==> src/rtl/mil_pkg.sv <==
// -----------------------------------------------------------------------------
// mil_pkg
// Shared definitions for the MIL-STD-1553 receive message buffer:
//   - command-word field bit positions (RT, T/R, SA, WC)
//   - broadcast terminal address
//   - controller state encoding
//   - wc_to_n(): word count field to data-word count (WC=0 means 32)
// -----------------------------------------------------------------------------
package mil_pkg;

    localparam int RT_HI  = 15;
    localparam int RT_LO  = 11;
    localparam int TR_BIT = 10;
    localparam int SA_HI  = 9;
    localparam int SA_LO  = 5;
    localparam int WC_HI  = 4;
    localparam int WC_LO  = 0;

    localparam logic [4:0] BCAST_ADDR = 5'd31;

    typedef enum logic {
        IDLE    = 1'b0,
        COLLECT = 1'b1
    } state_t;

    // Number of data words announced by a command word; WC=0 encodes 32.
    function automatic logic [5:0] wc_to_n(input logic [15:0] cw);
        logic [4:0] wc;
        wc = cw[WC_HI:WC_LO];
        return (wc == 5'd0) ? 6'd32 : {1'b0, wc};
    endfunction

endpackage

==> src/rtl/mil_ram_sdp.sv <==
// -----------------------------------------------------------------------------
// mil_ram_sdp
// Simple dual-port RAM: one write port, one read port, synchronous read.
// Ports:
//   clk    - clock
//   R_n    - synchronous active-low reset (clears the read data register only)
//   we     - write enable
//   waddr  - write address
//   wdata  - write data
//   re     - read enable
//   raddr  - read address
//   rdata  - registered read data, updated only when re=1
// -----------------------------------------------------------------------------
module mil_ram_sdp #(
    parameter int AW = 6,
    parameter int DW = 16
) (
    input  logic          clk,
    input  logic          R_n,
    input  logic          we,
    input  logic [AW-1:0] waddr,
    input  logic [DW-1:0] wdata,
    input  logic          re,
    input  logic [AW-1:0] raddr,
    output logic [DW-1:0] rdata
);

    logic [DW-1:0] mem [2**AW];

    always_ff @(posedge clk) begin
        if (we) begin
            mem[waddr] <= wdata;
        end
    end

    always_ff @(posedge clk) begin
        if (!R_n) begin
            rdata <= '0;
        end else if (re) begin
            rdata <= mem[raddr];
        end
    end

endmodule

==> src/rtl/mil_rx_msg_buf.sv <==
// -----------------------------------------------------------------------------
// mil_rx_msg_buf
// Assembles complete MIL-STD-1553 receive messages (one command word plus N
// data words) from the receiver word strobe, stores each message atomically in
// a ring FIFO and hands committed words to the host read port.
// Ports:
//   clk      - system clock
//   R_n      - synchronous active-low reset
//   ce       - received-word strobe (1 cycle)
//   DAT_RX   - received word, valid with ce
//   CW_DW    - 1 = command word, 0 = data word, valid with ce
//   ce_us    - 1 us tick used for the inter-word gap timeout
//   rd_en    - host read request
//   rd_dat   - read word
//   rd_vld   - rd_dat valid (one cycle after an accepted read)
//   empty    - no committed word available
//   msg_cnt  - committed messages whose header has not been read yet
//   msg_rdy  - one-cycle pulse after a message commits
//   err_to   - sticky gap timeout
//   err_ovf  - sticky overflow (message rejected for lack of space)
//   err_seq  - sticky data word received outside a message
// -----------------------------------------------------------------------------
module mil_rx_msg_buf
    import mil_pkg::*;
#(
    parameter int         AW      = 6,
    parameter logic [4:0] RT_ADDR = 5'd1,
    parameter bit         FILT_EN = 1'b1,
    parameter logic [7:0] GAP_MAX = 8'd24
) (
    input  logic          clk,
    input  logic          R_n,
    input  logic          ce,
    input  logic [15:0]   DAT_RX,
    input  logic          CW_DW,
    input  logic          ce_us,
    input  logic          rd_en,
    output logic [15:0]   rd_dat,
    output logic          rd_vld,
    output logic          empty,
    output logic [AW:0]   msg_cnt,
    output logic          msg_rdy,
    output logic          err_to,
    output logic          err_ovf,
    output logic          err_seq
);

    localparam logic [AW:0] DEPTH = {1'b1, {AW{1'b0}}};

    state_t      state, state_n;
    logic [AW:0] wr_ptr, wr_ptr_n;
    logic [AW:0] wr_cmt, wr_cmt_n;
    logic [AW:0] rd_ptr;
    logic [5:0]  rem, rem_n;
    logic [7:0]  gap, gap_n;
    logic [7:0]  gap_inc;

    logic        we;
    logic [AW:0] waddr;
    logic        commit, set_to, set_ovf, set_seq;

    logic [4:0]  cw_rt;
    logic        cw_acc;
    logic [5:0]  cw_n;
    logic [AW:0] used, free, need;

    logic        rd_fire, hdr_pend, hdr_rd;
    logic [5:0]  rd_rem, rem_eff;

    // Command word decode and space check. Occupancy is measured against the
    // committed pointer: a CW arriving mid-message discards the partial one
    // first, and in IDLE wr_ptr equals wr_cmt anyway.
    assign cw_rt   = DAT_RX[RT_HI:RT_LO];
    assign cw_n    = wc_to_n(DAT_RX);
    assign cw_acc  = !DAT_RX[TR_BIT] &&
                     (!FILT_EN || cw_rt == RT_ADDR || cw_rt == BCAST_ADDR);
    assign used    = wr_cmt - rd_ptr;
    assign free    = DEPTH - used;
    assign need    = (AW+1)'(cw_n) + 1'b1;
    assign gap_inc = gap + 8'd1;

    always_comb begin
        state_n  = state;
        wr_ptr_n = wr_ptr;
        wr_cmt_n = wr_cmt;
        rem_n    = rem;
        gap_n    = gap;
        we       = 1'b0;
        waddr    = wr_ptr;
        commit   = 1'b0;
        set_to   = 1'b0;
        set_ovf  = 1'b0;
        set_seq  = 1'b0;

        case (state)
            IDLE: begin
                if (ce && !CW_DW) begin
                    set_seq = 1'b1;
                end
            end
            COLLECT: begin
                if (ce && !CW_DW) begin
                    we       = 1'b1;
                    wr_ptr_n = wr_ptr + 1'b1;
                    rem_n    = rem - 6'd1;
                    gap_n    = 8'd0;
                    if (rem == 6'd1) begin
                        wr_cmt_n = wr_ptr + 1'b1;
                        commit   = 1'b1;
                        state_n  = IDLE;
                    end
                end else if (!ce && ce_us) begin
                    // A word in the same cycle as the last tick takes priority.
                    if (gap_inc == GAP_MAX) begin
                        wr_ptr_n = wr_cmt;
                        gap_n    = 8'd0;
                        set_to   = 1'b1;
                        state_n  = IDLE;
                    end else begin
                        gap_n = gap_inc;
                    end
                end
            end
            default: state_n = IDLE;
        endcase

        // Any CW drops a partial message and is then judged as if in IDLE.
        if (ce && CW_DW) begin
            wr_ptr_n = wr_cmt;
            state_n  = IDLE;
            if (cw_acc) begin
                if (free >= need) begin
                    we       = 1'b1;
                    waddr    = wr_cmt;
                    wr_ptr_n = wr_cmt + 1'b1;
                    rem_n    = cw_n;
                    gap_n    = 8'd0;
                    state_n  = COLLECT;
                end else begin
                    set_ovf = 1'b1;
                end
            end
        end
    end

    // Read side: only committed words are visible. The header of each message
    // is recognised by counting down its announced words; the WC of a header
    // read last cycle is taken straight from rd_dat so back-to-back reads work.
    assign empty   = (rd_ptr == wr_cmt);
    assign rd_fire = rd_en && !empty;
    assign rem_eff = hdr_pend ? wc_to_n(rd_dat) : rd_rem;
    assign hdr_rd  = rd_fire && (rem_eff == 6'd0);

    always_ff @(posedge clk) begin
        if (!R_n) begin
            state    <= IDLE;
            wr_ptr   <= '0;
            wr_cmt   <= '0;
            rd_ptr   <= '0;
            rem      <= '0;
            gap      <= '0;
            msg_cnt  <= '0;
            rd_vld   <= 1'b0;
            msg_rdy  <= 1'b0;
            err_to   <= 1'b0;
            err_ovf  <= 1'b0;
            err_seq  <= 1'b0;
            rd_rem   <= '0;
            hdr_pend <= 1'b0;
        end else begin
            state   <= state_n;
            wr_ptr  <= wr_ptr_n;
            wr_cmt  <= wr_cmt_n;
            rem     <= rem_n;
            gap     <= gap_n;
            msg_rdy <= commit;
            rd_vld  <= rd_fire;
            err_to  <= err_to  | set_to;
            err_ovf <= err_ovf | set_ovf;
            err_seq <= err_seq | set_seq;

            if (rd_fire) begin
                rd_ptr <= rd_ptr + 1'b1;
            end

            if (hdr_rd) begin
                hdr_pend <= 1'b1;
            end else begin
                hdr_pend <= 1'b0;
                rd_rem   <= rd_fire ? rem_eff - 6'd1 : rem_eff;
            end

            case ({commit, hdr_rd})
                2'b10:   msg_cnt <= msg_cnt + 1'b1;
                2'b01:   msg_cnt <= msg_cnt - 1'b1;
                default: msg_cnt <= msg_cnt;
            endcase
        end
    end

    mil_ram_sdp #(
        .AW (AW),
        .DW (16)
    ) u_ram (
        .clk   (clk),
        .R_n   (R_n),
        .we    (we),
        .waddr (waddr[AW-1:0]),
        .wdata (DAT_RX),
        .re    (rd_fire),
        .raddr (rd_ptr[AW-1:0]),
        .rdata (rd_dat)
    );

endmodule

==> config.mk <==
export PLATFORM = sky130hd
export DESIGN_NAME = mil_rx_msg_buf
export DESIGN_NICKNAME = d
export VERILOG_FILES = /design/src/rtl/mil_pkg.sv /design/src/rtl/mil_ram_sdp.sv /design/src/rtl/mil_rx_msg_buf.sv
export SDC_FILE = /design/constraint.sdc
export NUM_CORES = 1
export LEC_CHECK = 0
export CAP_MARGIN = 10
export CORE_MARGIN = 3
export CORE_UTILIZATION = 62
export DETAILED_ROUTE_END_ITERATION = 6
export PLACE_DENSITY = 0.79
export RECOVER_POWER = 50
export SLEW_MARGIN = 15
export SYNTH_ARGS = -nofsm -noshare
export SYNTH_HDL_FRONTEND = slang
export SYNTH_SLANG_ARGS = --single-unit
==> constraint.sdc <==
create_clock -name clk -period 5.85 [get_ports clk]
set_input_delay 1.755 -clock clk [delete_from_list [all_inputs] [get_ports clk]]
set_output_delay 1.755 -clock clk [all_outputs]
set_load 0.005 [all_outputs]
; After elaboration in Yosys (flattened, before gate mapping)
; Memories as Yosys holds them, arrays and structs flattened. A register that Yosys moved wholly into a read port is not among the register bits.
; Cells that the tools add are included.
[totals]
ff_bits = 55
ramBits = 1024
out_inout_bits = 29
n_memories = 1
[classes]
addsub = 11
order_cmp = 1
eq_ne = 7
muxes = 54
bitwise_logic = 3
n_reduce_logical = 21
[memory_table]
columns = name, depth, word_bits, rd, rd_ports_with_merged_regs, write_ports, line_no
row1 = u_ram.mem, 64, 16, 1, 1, 1, mil_ram_sdp.sv:28  ; logic [DW-1:0] mem [2**AW];
[op_table]
columns = op, n
row1 = 6-bit two-way mux, 12
row2 = 8-bit two-way mux, 7
row3 = 7-bit two-way mux, 7
row4 = 7-bit by 1-bit adder with 7-bit output (second input constant), 4
row5 = 1-bit two-way mux, 27
row6 = 7-bit case mux with 2 select lines, 1
row7 = 6-bit by 1-bit subtractor with 6-bit output (second input constant), 2
row8 = 5-bit zero test, 2
row9 = 8-bit by 1-bit adder with 8-bit output (second input constant), 1
row10 = 8-bit by 5-bit equality test with 1-bit output (second input constant), 1
row11 = 6-bit by 1-bit adder with 7-bit output (second input constant), 1
row12 = 7-bit equality test, 1
row13 = 7-bit >= comparator, 1
row14 = 7-bit by 1-bit subtractor with 7-bit output (second input constant), 1
row15 = 7-bit subtractor, 1
row16 = 7-bit subtractor (first input constant), 1
row17 = 6-bit by 1-bit equality test with 1-bit output (second input constant), 1
row18 = 1-bit logical AND, 6
row19 = 6-bit zero test, 1
row20 = 3-bit AND reduction, 2
row21 = 3-bit nonzero test, 2
row22 = 5-bit by 1-bit equality test with 1-bit output (second input constant), 1
row23 = 5-bit equality test (second input constant), 1
row24 = 1-bit zero test, 5
row25 = 5 further kinds, 8

; Longest topological paths before layout
; Gate-level depths: netlist (run 1).
[depth]
ltp_word = 9
mapped_depth = 22

; Cells and area by module
; Synthesis (run 1) repeated with hierarchy kept, for this count alone.
[unflattened]
hier_cells = 2518
area_unflattened_um2 = 43944.6
[modules_own_cells]
columns = module, instances, cells_each, area_per_inst_um2
row1 = mil_ram_sdp, 1, 2038, 40114.7
row2 = mil_rx_msg_buf, 1, 480, 3829.9

; Worst setup path before layout (run 1)
; OpenSTA, ideal clock, no wires.
[synth_timing]
kind = input port to flip-flop
from = input port DAT_RX[1]
to = memory u_ram.mem[49][0], enable pin
setup_ps = 394
arrival_ps = 4992
t_required_ps = 5456
slack_ps = 464
stages = 12
cell_sequence = or4_1 > nor2_1 > nor2_1 > ha_1 > and2_0 > a221o_1 > a41o_1 > nand2_1 > buf_2 > buf_1 > nand3_1 > a21oi_1
[synth_between]
elab_chain_cells = 9
[synth_rtl]
columns = element, line_no
row1 = "start, declared", mil_rx_msg_buf.sv:34  ; input logic [15:0] DAT_RX,
row2 = 5-bit zero test, mil_pkg.sv:30  ; return (wc == 5'd0) ? 6'd32 : {1'b0, wc};
row3 = 6-bit two-way mux (*), mil_pkg.sv:30
row4 = 6-bit by 1-bit adder with 7-bit output (*), mil_rx_msg_buf.sv:79  ; assign need = (AW+1)'(cw_n) + 1'b1;
row5 = 7-bit >= comparator (*), mil_rx_msg_buf.sv:132  ; if (free >= need) begin
row6 = 1-bit two-way mux, mil_rx_msg_buf.sv:132
row7 = 1-bit two-way mux, mil_rx_msg_buf.sv:131  ; if (cw_acc) begin
row8 = 1-bit two-way mux, mil_rx_msg_buf.sv:128  ; if (ce && CW_DW) begin
row9 = 1-bit two-way mux, mil_ram_sdp.sv:31  ; if (we) begin
row10 = 1-bit two-way mux (not written as such), mil_ram_sdp.sv:32  ; mem[waddr] <= wdata;
row11 = "end, declared", mil_ram_sdp.sv:28
; Mark *: on every way between the ends. The rest lies on a longest branch, timed or not.

; Final worst setup path (run 1)
[layout_timing]
from = input port DAT_RX[3]
to = memory u_ram.mem[25][2], enable pin
; Same word-level chain as after synthesis.

==> results of run 1 <==
[flip-flops by register name, indices dropped and copies added (netlist names)]
signal and cells:
u_ram.mem 1024, u_ram.rdata 16, gap 8, msg_cnt 7
rd_ptr 7, wr_cmt 7, wr_ptr 7, rd_rem 6
rem 6, err_ovf 1, err_seq 1, err_to 1
hdr_pend 1, msg_rdy 1, rd_vld 1, state 1
[area by class of cell]
cell class,count,share of cell area
antenna,2,0.0001014
clock inverter,61,0.01278
inverter,32,0.002434
timing repair buffer,192,0.02815
clock buffer,130,0.05596
tap,940,0.02384
sequential,1095,0.6522
multi-input combinational,1187,0.2245
[cell families after synthesis]
group,synth area share
AO/OA/AOI/OAI,0.05478
buffers and inverters,0.01923
adder cells (fa/ha/maj),0.009717
other,0.00008515
multiplexers,0.1377
XOR/XNOR,0.006364
flip-flops,0.7305
AND/OR/NAND/NOR,0.04165
[cells in the mapped netlist, types with 7 or more instances]
cell | count | area [um^2]
a21o_1 | 7 | 52.55
o31ai_1 | 8 | 60.06
nand3_1 | 31 | 155.2
o221ai_1 | 18 | 157.7
a32oi_1 | 8 | 70.07
a22o_1 | 22 | 192.7
edfxtp_1 | 1024 | 30750
buf_4 | 13 | 97.59
nand2_1 | 82 | 307.8
a22oi_1 | 39 | 292.8
inv_1 | 30 | 112.6
mux4_2 | 176 | 3964
buf_1 | 9 | 33.78
o21ai_0 | 33 | 165.2
and3_1 | 11 | 68.82
nor2b_1 | 19 | 118.9
clkbuf_1 | 60 | 225.2
nor2_1 | 143 | 536.8
buf_6 | 16 | 180.2
nor4_1 | 12 | 75.07
nand4_1 | 17 | 106.4
a21oi_1 | 85 | 425.4
a2111oi_0 | 7 | 61.31
a211oi_1 | 24 | 180.2
nand2b_1 | 11 | 68.82
nor3_1 | 31 | 155.2
a31oi_1 | 9 | 56.30
mux2_2 | 37 | 416.7
xnor2_1 | 17 | 148.9
dfxtp_1 | 71 | 1421
or3_1 | 8 | 50.05
xor2_1 | 15 | 131.4
a221oi_1 | 10 | 87.58
buf_2 | 38 | 190.2
ha_1 | 31 | 387.9
o22ai_1 | 32 | 200.2
mux2i_1 | 168 | 1682
[report_power, final]
part / internal, mW / total, mW / switching [mW]
Combinational: 0.0282 / 0.234 / 0.206
Sequential: 8.57 / 8.57 / 0.00640
Clock: 3.87 / 6.72 / 2.85
Total: 12.5 / 15.5 / 3.06
[worst min path at each step]
stage                         start  slack, ps   endpoint  cells past startpoint
after global routing        err_seq        490    err_seq                      1
after global placement      err_seq        450    err_seq                      1
after CTS                    err_to        480     err_to                      2
final                       err_seq        480    err_seq                      1
after floorplan           rd_rem[5]        460  rd_rem[5]                      2
after detailed placement     err_to        460     err_to                      2
[stage by stage]
step,hold WS [ps],setup slack (ps),TNS (ps)
6_report,478.1,502.3,0
2_1_floorplan,455.3,463.8,0
4_1_cts,478.6,876.7,0
5_1_grt,491.4,396.1,0
3_5_place_dp,464.2,200.2,0
3_3_place_gp,449.9,-34.06,-1230
[placed cells by master, fill, tap and decap left out, types with 10 or more instances in the layout]
master,count
nand2_1,82
dlygate4sd3_1,26
nor3_1,31
buf_4,116
a22o_1,22
o21ai_0,33
o22ai_1,32
and3_1,11
nor2_1,142
clkbuf_16,105
ha_1,31
inv_1,30
a211oi_1,24
clkbuf_1,59
nand2b_1,11
nand3_1,31
nor4_1,12
o221ai_1,18
clkinv_1,24
clkinv_2,13
bufinv_16,12
a22oi_1,39
mux4_2,176
a21oi_1,77
edfxtp_1,1024
nor2b_1,16
xnor2_1,17
a221oi_1,10
xor2_1,15
mux2_2,37
nand4_1,17
dfxtp_1,67
mux2i_1,168
[metal layers]
metal | GRT usage | up-vias | routed length [um]
li1 | - | 10260 | -
met1 | 0.4694 | 12790 | 43710
met2 | 0.4769 | 2029 | 52920
met3 | 0.07972 | 299 | 16150
met4 | 0.1319 | 0 | 5411
met5 | 0 | - | 0
[critical path, cell delays in order]
cell      delay (ps)
clkbuf_1         550
clkbuf_1         230
clkbuf_1         570
xor2_1           150
ha_1             230
a21o_1           150
a221o_1          330
a41oi_1          180
buf_4            230
nor2_2           110
a32oi_1          640
buf_4            300
a21oi_2           80
buf_4            220
==> flow_metrics.env, run 1 <==
export IMPL_status="complete, but fails checks"
export IMPL_failed_checks="capacitance limit, slew limit"
export IMPL_drcViolationCount=0
export IMPL_async_flop_share=0
export IMPL_synth_avg_cell_area_um2=17.97
export IMPL_cts_buffer_depth=3
export IMPL_cts_made_buffers=103
export IMPL_cts_tree="done"
export IMPL_coreArea_um2=70150
export IMPL_postCtsResizedCells=0
export IMPL_cap_violations=19
export IMPL_power_total_mw=15.52
export IMPL_cts_htree_levels=3
export IMPL_syn_to_final_growth_pct=12.05
export IMPL_fin_crit_ps=5348
export IMPL_vias=25370
export IMPL_totalWireLength_um=118200
export IMPL_grt_pass1_vias=24560
export IMPL_p_leak_nw=15.31
export IMPL_slew_headroom=-1.619
export IMPL_netlist_area_um2=44040
export IMPL_ys_seq_area_frac=0.7305
export IMPL_multiInputGateArea_um2=11080
export IMPL_grt_total_usage=0.3225
export IMPL_vdd_drop_max_mv=0.2251
export IMPL_worstSetupPathType="in2reg"
export IMPL_drv_slew=854
export IMPL_syn_nets=2505
export IMPL_overflow=0
export IMPL_syn_inst=2450
export IMPL_die_area_um2=74260
export IMPL_synth_edff_count=1024
export IMPL_drt_pass1_iter_count=6
export IMPL_drtIter0Drc=4107
export IMPL_cts_setup_buffers=0
export IMPL_reg2reg_depth=18
export IMPL_cp_arrival_ps=5740
export IMPL_path_clk_slew_ps=60
export IMPL_ff_latch_area_um2=32180
export IMPL_hpwl_um=72370
export IMPL_rows=97
export IMPL_cts_root_buffer="clkbuf_16"
export IMPL_fin_util=0.7034
export IMPL_hold_viol=0
export IMPL_startpoint_type="input port"
export IMPL_drive_gt1_frac=0.1887
export IMPL_fin_crit_sh=0.9141
export IMPL_endpoint="u_ram.mem[25][2]"
export IMPL_power_density_nw_per_um2=314.6
export IMPL_synth_flop_cell="edfxtp_1"
export IMPL_nFillCells=4273
export IMPL_hp_class="reg2reg"
export IMPL_fp_dieH_um=272.5
export IMPL_rsz0062_at_grt="no"
export IMPL_clk_latency_ps=680
export IMPL_clock_sinks=1095
export IMPL_endpoint_kind="flip-flop"
export IMPL_grt_max_degree=105
export IMPL_portBuffers=50
export IMPL_vias_per_cell=6.972
export IMPL_dpl_instance_area_um2=46060
export IMPL_dp_cells=3446
export IMPL_yosys_register_bits=1095
export IMPL_cp_max_fo=16
export IMPL_final_area_um2=49340
export IMPL_io_pins=51
export IMPL_gp_congestion=1.008
export IMPL_required_ps=6240
export IMPL_die_w_um=272.5
export IMPL_instances_no_fill=3639
export IMPL_cts_hold_buf=0
export IMPL_startpoint="DAT_RX[3]"
export IMPL_antenna_found_initial=3
export IMPL_nets=2666
export IMPL_start_util=0.6278
export IMPL_final_antenna_net_count=0
export IMPL_tightest_slew_ps=3929
export IMPL_grt_pass1_wl_um=171400
export IMPL_rr_endpoint="u_ram.mem[25][2]"
export IMPL_timing_rr_start="wr_cmt[2]"
export IMPL_yosysWarnings=0
export IMPL_setup_violations=0
export IMPL_r2r_slack_ps=810
export IMPL_finClkSkew_ps=28.99
export IMPL_synthDistinctLibCells=70
export IMPL_max_freq_mhz=187.0
export IMPL_routedWlPerCell_um=32.48
Note: power is estimated with default switching activity, not from simulation.
==> inputs of run 2 (changes only) <==
- PLACE_DENSITY: 0.79 -> not set
- PLACE_DENSITY_LB_ADDON: not set -> 0.2
- clock period: 5.85 -> 5.6 ns (I/O delays scaled with it)
==> run 2 against run 1 <==
  * The run still ends with capacitance limit, slew limit left
  * Hold slack is essentially flat
  * Clock skew down 3.3 ps
  * Register-to-register slack worse by 510 ps
  * Power is 3.7% higher
  * Global-route usage decreased by 0.073 points
  * Critical path depth is 6 higher
  * Sequential share of layout area fell by 0.29 points
  * Routed wire length barely moved
  * Non-clock buffer count up 16
  * Utilization up 0.31 points
  * Largest cell class unchanged
==> flow_metrics.env, run 2 (synthesis results as in run 1) <==
export IMPL_routedWlPerCell_um=32.29
export IMPL_finClkSkew_ps=25.71
export IMPL_gp_congestion=1.020
export IMPL_r2r_slack_ps=300
export IMPL_setup_ws_ps=303.1
export IMPL_cap_violations=19
export IMPL_endpoint_kind="flip-flop"
export IMPL_top_regs="u_ram.mem (1024), u_ram.rdata (16), gap (8)"
export IMPL_p_leak_nw=15.40
export IMPL_failed_checks="capacitance limit, slew limit"
export IMPL_timing_rr_start="rd_ptr[0]"
export IMPL_startpoint="rd_ptr[0]"
export IMPL_fp_dieH_um=272.5
export IMPL_vias=25090
export IMPL_cts_made_buffers=107
export IMPL_rr_endpoint="u_ram.mem[26][12]"
export IMPL_clk_latency_ps=670
export IMPL_portBuffers=50
export IMPL_vdd_drop_max_mv=0.2659
export IMPL_drt_pass1_iter_count=6
export IMPL_cp_max_fo=16
export IMPL_hold_depth=1
export IMPL_die_w_um=272.5
export IMPL_path_clk_slew_ps=60
export IMPL_final_antenna_net_count=0
export IMPL_vias_per_cell=6.858
export IMPL_required_ps=5990
export IMPL_cts_tree="done"
export IMPL_whs_ps=478.2
export IMPL_cts_root_buffer="clkbuf_16"
export IMPL_drive_gt1_frac=0.1940
export IMPL_holdPathEnd="err_seq"
export IMPL_regMostFlops="u_ram.mem"
export IMPL_power_density_nw_per_um2=324.8
export IMPL_dp_slack_ps=45.15
export IMPL_final_common_cell="edfxtp_1"
export IMPL_hpwl_um=73850
export IMPL_start_util=0.6278
export IMPL_max_freq_mhz=188.8
export IMPL_grt_max_degree=121
export IMPL_min_from="err_seq"
export IMPL_postCtsResizedCells=0
export IMPL_die_area_um2=74260
export IMPL_nets=2686
export IMPL_setup_violations=0
export IMPL_hp_class="reg2reg"
export IMPL_rsz0062_at_grt="no"
export IMPL_cts_hold_buf=0
export IMPL_overflow=0
export IMPL_largest_reg_flops=1024
export IMPL_cts_setup_buffers=0
export IMPL_totalWireLength_um=118100
export IMPL_setup_tns_final_ps=0
export IMPL_tightest_slew_ps=4002
export IMPL_clock_sinks=1095
export IMPL_drtIter0Drc=3730
export IMPL_fin_crit_ps=5297
export IMPL_reg2reg_depth=20
export IMPL_slew_headroom=-1.668
export IMPL_final_cell_mix="1024 x edfxtp_1, 176 x mux4_2, 168 x mux2i_1"
export IMPL_io_pins=51
export IMPL_startpoint_type="flip-flop"
export IMPL_grt_pass1_vias=24410
export IMPL_rows=97
export IMPL_drcViolationCount=0
export IMPL_status="complete, but fails checks"
export IMPL_coreArea_um2=70150
export IMPL_cts_buffer_depth=3
export IMPL_fin_crit_sh=0.9459
export IMPL_cp_arrival_ps=5690
export IMPL_grt_total_usage=0.3218
export IMPL_syn_to_final_growth_pct=12.54
export IMPL_power_total_mw=16.10
export IMPL_hold_viol=0
export IMPL_worstSetupPathType="reg2reg"
export IMPL_grt_pass1_wl_um=170400
export IMPL_drv_slew=884
export IMPL_cts_htree_levels=3
export IMPL_antenna_found_initial=6
[run 2: area by class of cell]
class	count	area (um^2)
Tap cell	940	1176
Sequential cell	1095	32180
Fill cell	4323	20590
Antenna cell	1	2.502
Clock inverter	62	493.0
Timing Repair Buffer	208	1627
Multi-Input combinational cell	1187	11100
Clock buffer	133	2860
Inverter	32	120.1
[run 2: how the worst max path moves through the flow]
stage	end	slack (ps)	cells past startpoint
after global placement	u_ram.mem[18][10]	-70	12
after floorplan	u_ram.mem[49][0]	290	12
final	u_ram.mem[26][12]	300	20
after detailed placement	u_ram.mem[24][7]	50	14
after global routing	u_ram.mem[26][12]	180	19
after CTS	u_ram.mem[24][0]	410	20
[run 2: through the flow]
stage	util	area [um^2]	instances
finish	0.7065	49560	3658
global route	0.7065	49560	3657
CTS	0.7081	49680	3657
detailed placement	0.6603	46320	3462
global placement	0.6601	46310	3461
floorplan	-	44040	2450
[run 2: power breakdown]
group	total, mW	switching (mW)	leakage (nW)	internal [mW]
logic	0.248	0.216	4.01	0.0318
registers	8.96	0.00641	9.77	8.95
clock network	6.89	3.00	1.62	3.89
[run 2: metal layers]
metal | global-route usage | part of all wire | vias up
met3 | 0.08674 | 0.13 | 261
li1 | - | - | 10320
met1 | 0.4706 | 0.39 | 12800
met4 | 0.1132 | 0.038 | 6
met2 | 0.4765 | 0.45 | 1694
met5 | 0 | 0.00035 | -
[run 2: worst max-delay path, cell delays in order (launching register included)]
cell and delay, ps:
dfxtp_4 360, clkinv_1 310, ha_1 320, inv_1 50
ha_1 170, inv_1 70, fa_1 450, inv_1 70
a21o_1 100, a21oi_1 70, xnor2_1 200, ha_1 270
and2_0 180, a221o_1 320, a41oi_1 300, buf_4 250
nor3_1 110, buf_4 150, o21ai_0 870, a21oi_2 110
buf_4 270
